$ cat src/rtl/uart_rx_ctrl.sv
// UART receiver: start detect, 3-sample majority vote per bit, LSB-first deserialize, parity/stop check.
// Define RX_SYNC_EN to insert a two-flop synchronizer on RX_IN (adds two cycles of latency).
module uart_rx_ctrl #(
   parameter int DATA_WIDTH = 8,
   parameter int PRESCALE_W = 6
) (
   input  logic                  CLK,
   input  logic                  RST,
   input  logic                  RX_IN,
   input  logic                  PAR_EN,
   input  logic                  PAR_TYP,
   input  logic [PRESCALE_W-1:0] Prescale,
   output logic [DATA_WIDTH-1:0] P_DATA,
   output logic                  data_valid,
   output logic                  par_err,
   output logic                  stp_err
);
   // state | meaning: IDLE wait for low line | START verify start bit | DATA shift bits | PARITY check | STOP check
   typedef enum logic [2:0] {S_IDLE, S_START, S_DATA, S_PARITY, S_STOP} state_t;

   localparam int BCW = (DATA_WIDTH > 1) ? $clog2(DATA_WIDTH) : 1;
   localparam logic [PRESCALE_W-1:0] ONE = PRESCALE_W'(1);
   localparam logic [PRESCALE_W-1:0] P8  = PRESCALE_W'(8);
   localparam logic [PRESCALE_W-1:0] P16 = PRESCALE_W'(16);
   localparam logic [PRESCALE_W-1:0] P32 = PRESCALE_W'(32);

   logic rx;
`ifdef RX_SYNC_EN
   logic [1:0] sync_q;
   always_ff @(posedge CLK or posedge RST) begin
      if (RST) sync_q <= 2'b11;
      else     sync_q <= {sync_q[0], RX_IN};
   end
   assign rx = sync_q[1];
`else
   assign rx = RX_IN;
`endif

   state_t                  state_q, state_d;
   logic [PRESCALE_W-1:0]   edge_q, edge_d, p_q, p_d, p_dec;
   logic [BCW-1:0]          bit_q, bit_d;
   logic [DATA_WIDTH-1:0]   shift_q, shift_d, pdata_q, pdata_d;
   logic [2:0]              smp_q, smp_d;
   logic                    par_en_q, par_en_d, par_typ_q, par_typ_d;
   logic                    frame_err_q, frame_err_d, line_ok_q, line_ok_d;
   logic                    dv_q, dv_d, perr_q, perr_d, serr_q, serr_d;
   logic [PRESCALE_W-1:0]   half;
   logic                    at_s0, at_s1, at_s2, at_vote, at_end;
   logic                    vote, vote_early, start_ok, last_bit;

   assign p_dec      = (Prescale == P8 || Prescale == P16 || Prescale == P32) ? Prescale : P8;
   assign half       = p_q >> 1;
   assign at_s0      = (edge_q == half - ONE);
   assign at_s1      = (edge_q == half);
   assign at_s2      = (edge_q == half + ONE);
   assign at_vote    = (edge_q == half + ONE + ONE);
   assign at_end     = (edge_q == p_q - ONE);
   assign vote       = (smp_q[0] & smp_q[1]) | (smp_q[0] & smp_q[2]) | (smp_q[1] & smp_q[2]);
   // Error pulses must be visible at P/2+2, so they use the third sample straight from the line.
   assign vote_early = (smp_q[0] & smp_q[1]) | (smp_q[0] & rx) | (smp_q[1] & rx);
   assign start_ok   = ~rx & line_ok_q;
   assign last_bit   = (bit_q == BCW'(DATA_WIDTH - 1));

   always_ff @(posedge CLK or posedge RST) begin
      if (RST) begin
         state_q     <= S_IDLE;
         edge_q      <= '0;
         p_q         <= P8;
         bit_q       <= '0;
         shift_q     <= '0;
         pdata_q     <= '0;
         smp_q       <= '0;
         par_en_q    <= 1'b0;
         par_typ_q   <= 1'b0;
         frame_err_q <= 1'b0;
         line_ok_q   <= 1'b1;
         dv_q        <= 1'b0;
         perr_q      <= 1'b0;
         serr_q      <= 1'b0;
      end else begin
         state_q     <= state_d;
         edge_q      <= edge_d;
         p_q         <= p_d;
         bit_q       <= bit_d;
         shift_q     <= shift_d;
         pdata_q     <= pdata_d;
         smp_q       <= smp_d;
         par_en_q    <= par_en_d;
         par_typ_q   <= par_typ_d;
         frame_err_q <= frame_err_d;
         line_ok_q   <= line_ok_d;
         dv_q        <= dv_d;
         perr_q      <= perr_d;
         serr_q      <= serr_d;
      end
   end

   always_comb begin
      state_d = state_q;
      case (state_q)
         S_IDLE:   if (start_ok) state_d = S_START;
         S_START: begin
            if (at_vote && vote) state_d = S_IDLE;
            else if (at_end)     state_d = S_DATA;
         end
         S_DATA:   if (at_end && last_bit) state_d = par_en_q ? S_PARITY : S_STOP;
         S_PARITY: if (at_end) state_d = S_STOP;
         S_STOP:   if (at_end) state_d = S_IDLE;
         default:  state_d = S_IDLE;
      endcase
   end

   always_comb begin
      edge_d      = edge_q;
      p_d         = p_q;
      bit_d       = bit_q;
      shift_d     = shift_q;
      pdata_d     = pdata_q;
      smp_d       = smp_q;
      par_en_d    = par_en_q;
      par_typ_d   = par_typ_q;
      frame_err_d = frame_err_q;
      line_ok_d   = line_ok_q;
      dv_d        = 1'b0;
      perr_d      = 1'b0;
      serr_d      = 1'b0;
      if (state_q == S_IDLE) begin
         edge_d = '0;
         bit_d  = '0;
         if (rx) line_ok_d = 1'b1;
         if (start_ok) begin
            edge_d      = ONE;
            p_d         = p_dec;
            par_en_d    = PAR_EN;
            par_typ_d   = PAR_TYP;
            frame_err_d = 1'b0;
         end
      end else begin
         edge_d = (at_end || state_d == S_IDLE) ? '0 : edge_q + ONE;
         if (at_s0) smp_d[0] = rx;
         if (at_s1) smp_d[1] = rx;
         if (at_s2) smp_d[2] = rx;
         case (state_q)
            S_DATA: if (at_end) begin
               shift_d = {vote, shift_q[DATA_WIDTH-1:1]};
               bit_d   = last_bit ? '0 : bit_q + BCW'(1);
            end
            S_PARITY: if (at_s2 && (vote_early != ((^shift_q) ^ par_typ_q))) begin
               perr_d      = 1'b1;
               frame_err_d = 1'b1;
            end
            S_STOP: begin
               if (at_s2 && !vote_early) begin
                  serr_d      = 1'b1;
                  frame_err_d = 1'b1;
                  line_ok_d   = 1'b0;
               end
               if (at_end && !frame_err_q) begin
                  dv_d    = 1'b1;
                  pdata_d = shift_q;
               end
            end
            default: ;
         endcase
      end
   end

   assign P_DATA     = pdata_q;
   assign data_valid = dv_q;
   assign par_err    = perr_q;
   assign stp_err    = serr_q;
endmodule

$ cat config.mk
export PLATFORM = sky130hd
export DESIGN_NAME = uart_rx_ctrl
export DESIGN_NICKNAME = d
export VERILOG_FILES = /design/src/rtl/uart_rx_ctrl.sv
export SDC_FILE = /design/constraint.sdc
export NUM_CORES = 1
export LEC_CHECK = 0
export BUFFER_PORTS_ARGS = -buffer_cell sky130_fd_sc_hd__buf_2
export CAP_MARGIN = 0
export CORE_UTILIZATION = 55
export CTS_BUF_LIST = sky130_fd_sc_hd__clkbuf_8
export DETAILED_ROUTE_END_ITERATION = 10
export GPL_TIMING_DRIVEN = 0
export HOLD_SLACK_MARGIN = 0.15
export MAX_ROUTING_LAYER = met4
export PLACE_DENSITY = 0.83
export SETUP_SLACK_MARGIN = 0.05
export SKIP_CTS_REPAIR_TIMING = 1
export SLEW_MARGIN = 20
export SYNTH_ARGS = -nofsm -noshare
export SYNTH_HDL_FRONTEND = slang
export SYNTH_SLANG_ARGS = --single-unit
$ cat constraint.sdc
create_clock -name CLK -period 6.63 [get_ports CLK]
set_input_delay 0.3315 -clock CLK [delete_from_list [all_inputs] [get_ports CLK]]
set_output_delay 0.3315 -clock CLK [all_outputs]
set_load 0.02 [all_outputs]
==> results, run 1 <==
- For this run, the top clock speed supported by timing is 307.7 MHz.
- For this configuration, the core starts out at a cell density of roughly three fifths.
- For the pin with the worst max-slew slack, the measured transition is 0.5606 ns.
- Across all register-to-register paths, the minimum setup slack is approximately 3.4 ns.
- The final count of hold timing violations is 0.
- Summing the areas of all compound-gate instances in the mapped netlist gives between 10% and 20% of the synthesized area.
- In the post-synthesis netlist, the biggest area contributors are dfrtp_1, xnor2_1, mux2_2, mux2_4, ha_1.
- The number of nets produced by synthesis is 290.
- The commonest cells after synthesis are dfrtp_1, xnor2_1, mux2_2, nand2_1.
- The tightest slew margin relative to the limit is 62.30%.
- The placeable core region is about 0.0048 mm².
- Summed over all cells, the static leakage comes to roughly 1.4 nW.
- Data on the critical path arrives at its endpoint at 3.43 ns.
- The worst-case IR drop observed on VDD is 0.1966 mV.
- For this design the top-level I/O count stands at 22.
- The share of synthesized registers carrying an async set or reset is 100.0%.
- The setup clock skew after layout is between 0.01 and 0.015 ns.
- The global-route usage over all layers is 24.98%.
- At the end of routability-driven placement, the weighted congestion stood at 0.8941.
- The total area of multi-input combinational cells is roughly 0.0016 mm².
- The detailed-routing iteration count for the pre-antenna-repair pass is 4.
- Of the total power, combinational logic draws 39.3%.
- In this run switching power makes up about 37% of total power.
- Dividing the final minimum period by the clock period gives 49.02%.
- The die is roughly 73 µm wide.
- The number of antenna violations at the first check in global routing is 0.
- The worst min-delay path category is input pin to register.
- For this design, the sink count on the clock tree is between 40 and 50.
- The area share of fa/ha/maj cells after synthesis is approximately 4.3%.
- The overall power of the completed layout is roughly 0.93 mW.
- In this run the power spent charging and discharging nets is around 0.34 mW.
- Using the TritonRoute via totals, the vias-per-cell ratio works out to approximately 5.8.
- The warning count from the yosys run is 0.
- The fraction of layout cells with a size suffix above 1 is between 20% and 30%.
- The most repeated cell in the gate-level netlist after synthesis is dfrtp_1.
- In this run the deepest clock path goes through 2 buffers.
- The portion of synthesized area spent on multiplexers is 10.75%.
- The CTS H-tree depth is 2.
- In the synthesized netlist, the number of instances is 271.
- The data required time at the worst endpoint is 6.81 ns.
- In this run the worst path has a maximum fanout of 10.
- The area growth from synthesis to layout is 12.24%.
- The startpoint-to-endpoint class of the critical path is register to register.
- The global-route wire length before repair is just under 10 mm.
- Setup total negative slack on the finished layout was measured at 0 ns.
- The internal power of the cells totals 0.5896 mW.
- The register area share after synthesis is around two fifths.
- The share of the synthesized area in the top cell type is 37.79%.
- Summing the areas of all and, or, nand and nor instances in the mapped netlist gives about a fifth of the synthesized area.
- The worst hold margin is roughly 0.25 ns.
- The clock insertion delay at the later pin of the skew report is about 0.30 ns.
- The post-synthesis xor/xnor area fraction is ~10%.
- The chip height is approximately 73 µm.
- The main combinational cell family by area after synthesis is simple AND/OR/NAND/NOR gates.
- The count of port buffers added during placement is 21.
- The number of pins with negative max-slew slack in the final report is 0.
- The CTS tree is built.
- Setup violations remaining at the end of the flow were counted as 0.
- For this run the aggregate overflow at the end of global routing stands at 0.
- Counting I/O delays and the setup requirement, the final critical path takes between 3 and 4 ns.
- Setup repair after global routing left no endpoint under its margin.
- The worst setup path is captured at a register.
- The total CTS buffers is 5.
- The max capacitance violation total is 0.
- For this block, the via count after detailed routing is about 2100.
- The average cell area after synthesis is 10.26 µm².
- The number of distinct standard cells referenced by the synthesized netlist is around 60.
- In this run, synthesis inferred 0 flip-flops with an integrated enable.
- The clock slew seen by the registers of the worst setup and hold paths is approximately 0.09 ns.
- The number of global-route vias before repair was about 2100.
- The synthesized design contains 44 register bits.
- In the routed design, unresolved DRC markers number 0.
- In this run the clock root is driven by a clkbuf_8.
- After detailed routing, the total wire length is 5.838 mm.
- The layout has approximately 380 filler cells.
- The count of inserted antenna diode cells is 0.
- The post-synthesis instance area is approximately 0.0028 mm².
- The average routed wire per standard cell is around 16 µm.
- The clock network accounts for a little under a quarter of the total power.
- The HPWL after detailed placement is roughly 4.3 mm.
- The die area is around 0.0053 mm².
- The register area is around 0.0011 mm².
- Of the total power, registers draw approximately 37%.
- For this run, the leading register cell type out of synthesis is dfrtp_1.
- The total power density per cell area is between 200 and 300 mW/mm².
- The count of nets left with antenna violations once routing finished came out at 0.
- Entering global routing, the biggest net connects 30 pins.
- The flow ran to the end, and the final reports show no timing, DRC or antenna violations.
- The final net count is 320.
- The post-synthesis cell type with the largest combined area is dfrtp_1.
- The count of routing violations after the opening detailed-route iteration is roughly 110.
- The floorplan row count is 25.
- The type of element launching the critical path is a register.
layer usage:
layer	vias up	global-route usage, %	wire, µm
met1	1027	30.50	2535
met5	-	-	0
met2	68	42.39	2936
met4	0	6.318	76
met3	11	4.834	289
li1	1027	-	-
flip-flops by register name (all words and copies together), names as in the netlist:
name         cells
par_en_q         1
state_q          3
frame_err_q      1
smp_q            3
par_err          1
line_ok_q        1
P_DATA           8
shift_q          8
data_valid       1
stp_err          1
edge_q           6
p_q              6
bit_q            3
par_typ_q        1
worst max-delay path, cell delays in order (launching register included):
cell and delay, ns:
dfrtp_1 0.42, clkbuf_1 0.25, inv_1 0.21, ha_1 0.26, or2b_1 0.26, a211oi_1 0.24, xnor2_1 0.21, o2111ai_4 0.26
or4b_1 0.54, buf_6 0.18, mux2_4 0.29
kinds of logic (layout without fill, tap and decap cells):
| kind of cell | Yosys count | count (layout) |
|---|---|---|
| buffers and inverters | 27 | 58 |
| AO/OA/AOI/OAI | 42 | 42 |
| AND/OR/NAND/NOR | 93 | 93 |
| flip-flops | 44 | 44 |
| XOR/XNOR | 31 | 31 |
| multiplexers | 24 | 24 |
| adder cells (fa/ha/maj) | 10 | 10 |
power by group through the flow:
stage / clock, mW / sequential, mW / combinational (mW)
floorplan: 0 / 0.339 / 0.291
global placement: 0 / 0.348 / 0.348
detailed placement: 0 / 0.351 / 0.360
CTS: 0.222 / 0.345 / 0.363
global route: 0.233 / 0.351 / 0.399
finish: 0.218 / 0.346 / 0.365
per-stage QoR:
stage / std cells / setup slack (ns) / cell area [µm²] / util (%)
after floorplan: 271 / 3.779 / 2781 / -
after global placement: 359 / 3.518 / 2970 / 62.07
after detailed placement: 360 / 3.392 / 2990 / 62.48
after CTS: 368 / 3.370 / 3112 / 65.02
after global routing: 369 / 3.196 / 3122 / 65.23
final: 369 / 3.380 / 3122 / 65.23
placed cells by master (no fill, tap or decap), types with 2 or more instances in the layout:
master and instances:
xor2_1 7, maj3_1 2, nand4b_1 2, nand3_1 14, or4_1 2, nor2_1 14, nand2b_1 3, nor3_1 7
or2_2 3, o41ai_1 3, o31ai_1 2, dfstp_2 2, a21oi_1 9, or4bb_1 2, inv_1 9, dfrtp_1 42
nand3b_1 2, and2_1 4, nand2_1 15, mux2_4 8, o21ai_0 7, clkbuf_1 11, a211oi_1 3, o2111ai_1 3
xnor2_1 23, mux2_2 15, and3b_1 3, ha_1 8, buf_2 24, o211ai_1 3, nor2b_1 4, and3_1 3
nor4_1 5, or3_1 2, clkbuf_8 6
area by class of cell:
type | instances | area share [%]
sequential | 44 | 35.35
timing repair buffer | 23 | 4.329
clock buffer | 6 | 2.645
inverter | 10 | 1.202
clock inverter | 2 | 1.242
tap | 67 | 2.685
multi-input combinational | 200 | 50.02
buffer | 17 | 2.525
worst paths after layout:
path,depth (start not counted),endpoint,from
worst min-delay path,2,p_q[5]$_DFFE_PP0P_,Prescale[4]
max in group asynchronous,4,line_ok_q$_DFFE_PP1P_,RST
worst min register to register,1,P_DATA[5]$_DFFE_PP0P_,P_DATA[5]$_DFFE_PP0P_
min in group asynchronous,3,shift_q[0]$_DFFE_PP0P_,RST
worst max register to register,10,shift_q[7]$_DFFE_PP0P_,p_q[1]$_DFFE_PP0P_
worst max-delay path,10,shift_q[7]$_DFFE_PP0P_,p_q[1]$_DFFE_PP0P_
Note: power is estimated with default switching activity, not from simulation.
==> run 2, diff against run 1 <==
--- a/config.mk
+++ b/config.mk
@@ -5,6 +5,7 @@
 export SDC_FILE = /design/constraint.sdc
 export NUM_CORES = 1
 export LEC_CHECK = 0
+export ABC_AREA = 1
 export BUFFER_PORTS_ARGS = -buffer_cell sky130_fd_sc_hd__buf_2
 export CAP_MARGIN = 0
 export CORE_UTILIZATION = 55
==> constraint.sdc (replaced) <==
create_clock -name CLK -period 3.4 [get_ports CLK]
set_input_delay 0.17 -clock CLK [delete_from_list [all_inputs] [get_ports CLK]]
set_output_delay 0.17 -clock CLK [all_outputs]
set_load 0.02 [all_outputs]
==> run 2 against run 1 <==
Synthesized cell count rose by 46%. Core utilization rose by 1.0 points. Sequential cell count did not move. Combinational power rose by 110%. Routed wire length rose by 9.9%. Critical path depth rose by 8. Cell count rose by 35%. Sequential share of layout area fell by 1.2 points. Total power rose by 100%. Count of clock-buffer cells in the layout fell by 1. Maximum frequency rose by 30%. Highest routed layer unchanged.
==> results, run 2 <==
- The share of the synthesized area in the top cell type is 36.65% (was 37.79%).
- The overall die width is 74.21 µm (was 73.12 µm).
- The count of routing violations after the opening detailed-route iteration is 152 (was 106).
- The number of I/O pins is 22 (unchanged).
- The cell internal power dissipation was 1.091 mW (was 0.5896 mW).
- The CTS tree was built (unchanged).
- The setup clock skew after layout was 0.005226 ns (was 0.01201 ns).
- The placeable core region came to 0.004880 mm² (was 0.004786 mm²).
- The tightest slew margin relative to the limit is 61.83% (was 62.30%).
- The maximum root-to-sink buffer count is 2 (unchanged).
- The number of pins with negative max-slew slack in the final report was 0 (unchanged).
- The maximum resistive drop on vdd is 0.3414 mV (was 0.1966 mV).
- The minimum clock period is 2.491 ns (was 3.250 ns).
- The relative area change from synthesis to final layout was 12.70% (was 12.24%).
- The global-route wire length before repair was 10.76 mm (was 9.818 mm).
- The clock slew seen by the registers of the worst setup and hold paths is 0.09 ns (about the same).
- The number of antenna violations at the first check in global routing is 0 (unchanged).
- The global-route usage over all layers is 26.81% (was 24.98%).
- The primary flip-flop cell chosen by synthesis mapping is dfrtp_1 (unchanged).
- The register area is 0.001104 mm² (unchanged).
- The portion of total power attributed to sequential cells is 36.9% (was 37.2%).
- The ratio of routed vias to standard cells is 5.163 (was 5.780).
- The worst min-delay path category is input pin to register (unchanged).
- The sum of negative setup slack is 0 ns (unchanged).
- The peak clock frequency supported by timing is 401.5 MHz (was 307.7 MHz).
- The highest net fanout along the worst path is 8 (was 10).
- The max capacitance violation total is 0 (unchanged).
- The initial core utilization came to 58.77% (was 58.12%).
- The combinational share of power came to 41.1% (was 39.3%).
- The switching part of the total power is 41.88% (was 36.58%).
- The type of element launching the critical path is a register (unchanged).
- The total CTS buffers was 5 (unchanged).
- The number of filler instances in the final layout is 437 (was 381).
- The average cell area after synthesis came to 7.224 µm² (was 10.26 µm²).
- The number of instances in the synthesized netlist came to 397 (was 271).
- The startpoint-to-endpoint class of the critical path was register to register (unchanged).
- The number of design rule violations left after detail routing was 0 (unchanged).
- The data required time at the worst endpoint is 3.59 ns (was 6.81 ns).
- The sum of net half-perimeters after detailed placement was 4.820 mm (was 4.260 mm).
- The final net count is 449 (was 320).
- The count of port buffers added during placement is 21 (unchanged).
- The post-detailed-placement cell area is 0.003077 mm² (was 0.002990 mm²).
- The total area of multi-input combinational cells is 0.001461 mm² (was 0.001562 mm²).
- The cell at the root of the clock tree was clkbuf_8 (unchanged).
- The final antenna-violating net count was 0 (unchanged).
- Commonest cells after routing, fill and taps aside: nand2_1, inv_1, dfrtp_1, nor2_1, nand3_1 (was dfrtp_1, buf_2, xnor2_1, nand2_1, mux2_2).
- The post-synthesis cell type with the largest combined area was dfrtp_1 (unchanged).
- The total congestion overflow after global routing is 0 (unchanged).
- Most frequent cells after synthesis: nand2_1, inv_1, dfrtp_1 (was dfrtp_1, xnor2_1, mux2_2, nand2_1).
- The capturing element type of the critical path is a register (unchanged).
- The via count is 2571 (was 2133).
- The final worst-path cycle share was 73.25% (was 49.02%).
- The final count of hold timing violations is 0 (unchanged).
- The warning count from the yosys run is 0 (unchanged).
- The data arrival at the endpoint of the critical path is 2.69 ns (was 3.43 ns).
- The chip height was 74.21 µm (was 73.12 µm).
- The number of nets produced by synthesis came to 416 (was 290).
- The clock network power share is 22.0% (was 23.5%).
- The count of state elements after synthesis is 44 (unchanged).
- The die area came to 0.005507 mm² (was 0.005346 mm²).
- The number of distinct standard cells referenced by the synthesized netlist is 34 (was 59).
- The TritonCTS sink count was 44 (unchanged).
- The number of endpoints failing setup at the final stage is 0 (unchanged).
- The total power density per cell area is 580.7 mW/mm² (was 297.8 mW/mm²).
- The share of synthesized registers carrying an async set or reset was 100.0% (unchanged).
- The fraction of layout cells with a size suffix above 1 came to 15.55% (was 23.18%).
- The count of inserted antenna diode cells is 0 (unchanged).
- The weighted congestion reported at the end of routability-driven placement is 0.9288 (was 0.8941).
- The total routed wirelength was 6.414 mm (was 5.838 mm).
- The cell area after layout is 0.003232 mm² (was 0.003122 mm²).
- The CTS H-tree depth is 2 (unchanged).
- The most repeated cell in the gate-level netlist after synthesis is nand2_1 (was dfrtp_1).
- The floorplan row count was 25 (unchanged).
- The switching power came to 0.7861 mW (was 0.3401 mW).
- The total leakage power is 1.693 nW (was 1.443 nW).
- The average routed wire per standard cell was 12.88 µm (was 15.82 µm).
- Largest cells by area after synthesis: dfrtp_1, nand2_1, inv_1, nand3_1, nor2_1 (was dfrtp_1, xnor2_1, mux2_2, mux2_4, ha_1).
- The most common cell after layout, fill and taps aside is nand2_1 (was dfrtp_1).
- Run status: finished, final reports clean (unchanged).
- The number of synthesized flops with an enable pin is 0 (unchanged).
- The number of global-route vias before repair is 2354 (was 2052).
- The clock insertion delay at the later pin of the skew report was 0.30 ns (about the same).
- The post-synthesis instance area is 0.002868 mm² (was 0.002781 mm²).
- The transition time at the pin with the least slew margin is 0.5704 ns (was 0.5606 ns).
- The register area share after synthesis is 38.48% (was 39.68%).
- Unrepaired setup endpoints after global routing: no (unchanged).
- The pin count of the biggest net entering global routing is 35 (was 30).
- The detailed-routing iteration count for the pre-antenna-repair pass is 5 (was 4).
## run 2: changes by cell type after synthesis, moves of 13 or more
cell / before / now
nor2_1: 14 / 36
mux2_2: 15 / 0
xnor2_1: 23 / 8
inv_1: 10 / 61
nand3_1: 14 / 27
o21ai_0: 7 / 26
nand2_1: 15 / 112
## run 2: worst paths after layout
kind	startpoint	endpoint	slack (ns)	depth (start not counted)
worst min register to register	P_DATA[6]$_DFFE_PP0P_	P_DATA[6]$_DFFE_PP0P_	0.49	2
min in group asynchronous	RST	p_q[1]$_DFFE_PP0P_	0.34	3
worst max-delay path	p_q[1]$_DFFE_PP0P_	edge_q[3]$_DFF_PP0_	0.91	18
max in group asynchronous	RST	p_q[3]$_DFFE_PP1P_	2.54	4
worst max register to register	p_q[1]$_DFFE_PP0P_	edge_q[3]$_DFF_PP0_	0.91	18
worst min-delay path	RX_IN	smp_q[2]$_DFFE_PP0P_	0.13	3
## run 2: per-layer routing
| layer | track usage (%) | vias up | routed length [µm] |
|---|---|---|---|
| li1 | - | 1312 | - |
| met1 | 36.99 | 1186 | 3001 |
| met2 | 41.92 | 65 | 3024 |
| met3 | 3.794 | 8 | 326 |
| met4 | 6.709 | 0 | 61 |
| met5 | - | - | 0 |
## run 2: logic make-up after synthesis
group / after synthesis / share of synthesized area (%)
and+or+nand+nor: 215 / 34.25
buffers and inverters: 71 / 10.56
adders and majority gates: 8 / 3.491
DFF: 44 / 38.48
xor gates and xnor gates: 18 / 5.497
AOI/OAI and AO/OA: 41 / 7.723
## run 2: metrics by stage
stage	power, mW	hold WS, ns	setup WS (ns)	utilization, %	std cells
final	1.877	0.1282	0.9093	66.23	498
after detailed placement	1.455	0.1213	0.9882	63.05	486
after global placement	1.420	0.3654	1.038	62.64	485
after global routing	2.016	0.1701	0.6469	66.23	498
after CTS	1.866	-0.1990	0.9455	65.41	494
after floorplan	1.273	0.2796	1.339	-	397
## run 2: final cells by class
class,instances,share of cell area (%)
well taps,67,2.594
multi-input cells,282,45.22
flip-flops and latches,44,34.15
clock buffers,5,2.129
clock inverters,3,1.432
plain buffers,7,1.897
repair buffers,26,5.110
inverters,64,7.472
## run 2: power by group through the flow
stage,combinational (mW),sequential [mW],clock (mW)
floorplan,0.597,0.676,0
global placement,0.724,0.696,0
detailed placement,0.755,0.700,0
CTS,0.763,0.690,0.413
global route,0.872,0.706,0.438
finish,0.771,0.692,0.413
## run 2: worst max-delay path, stage by stage, from the launching register on
cell and delay, ns:
dfrtp_1 0.50, inv_1 0.22, ha_1 0.40, inv_1 0.08
nand2_1 0.06, nand2_1 0.11, nand2_1 0.07, nand2_1 0.06
nand3_1 0.09, inv_1 0.08, nand2_1 0.06, nor2_1 0.08
nand2_1 0.07, nand3_1 0.08, nand2_1 0.07, nor2_2 0.13
nand2_2 0.09, nand2_4 0.09, nor2_1 0.05
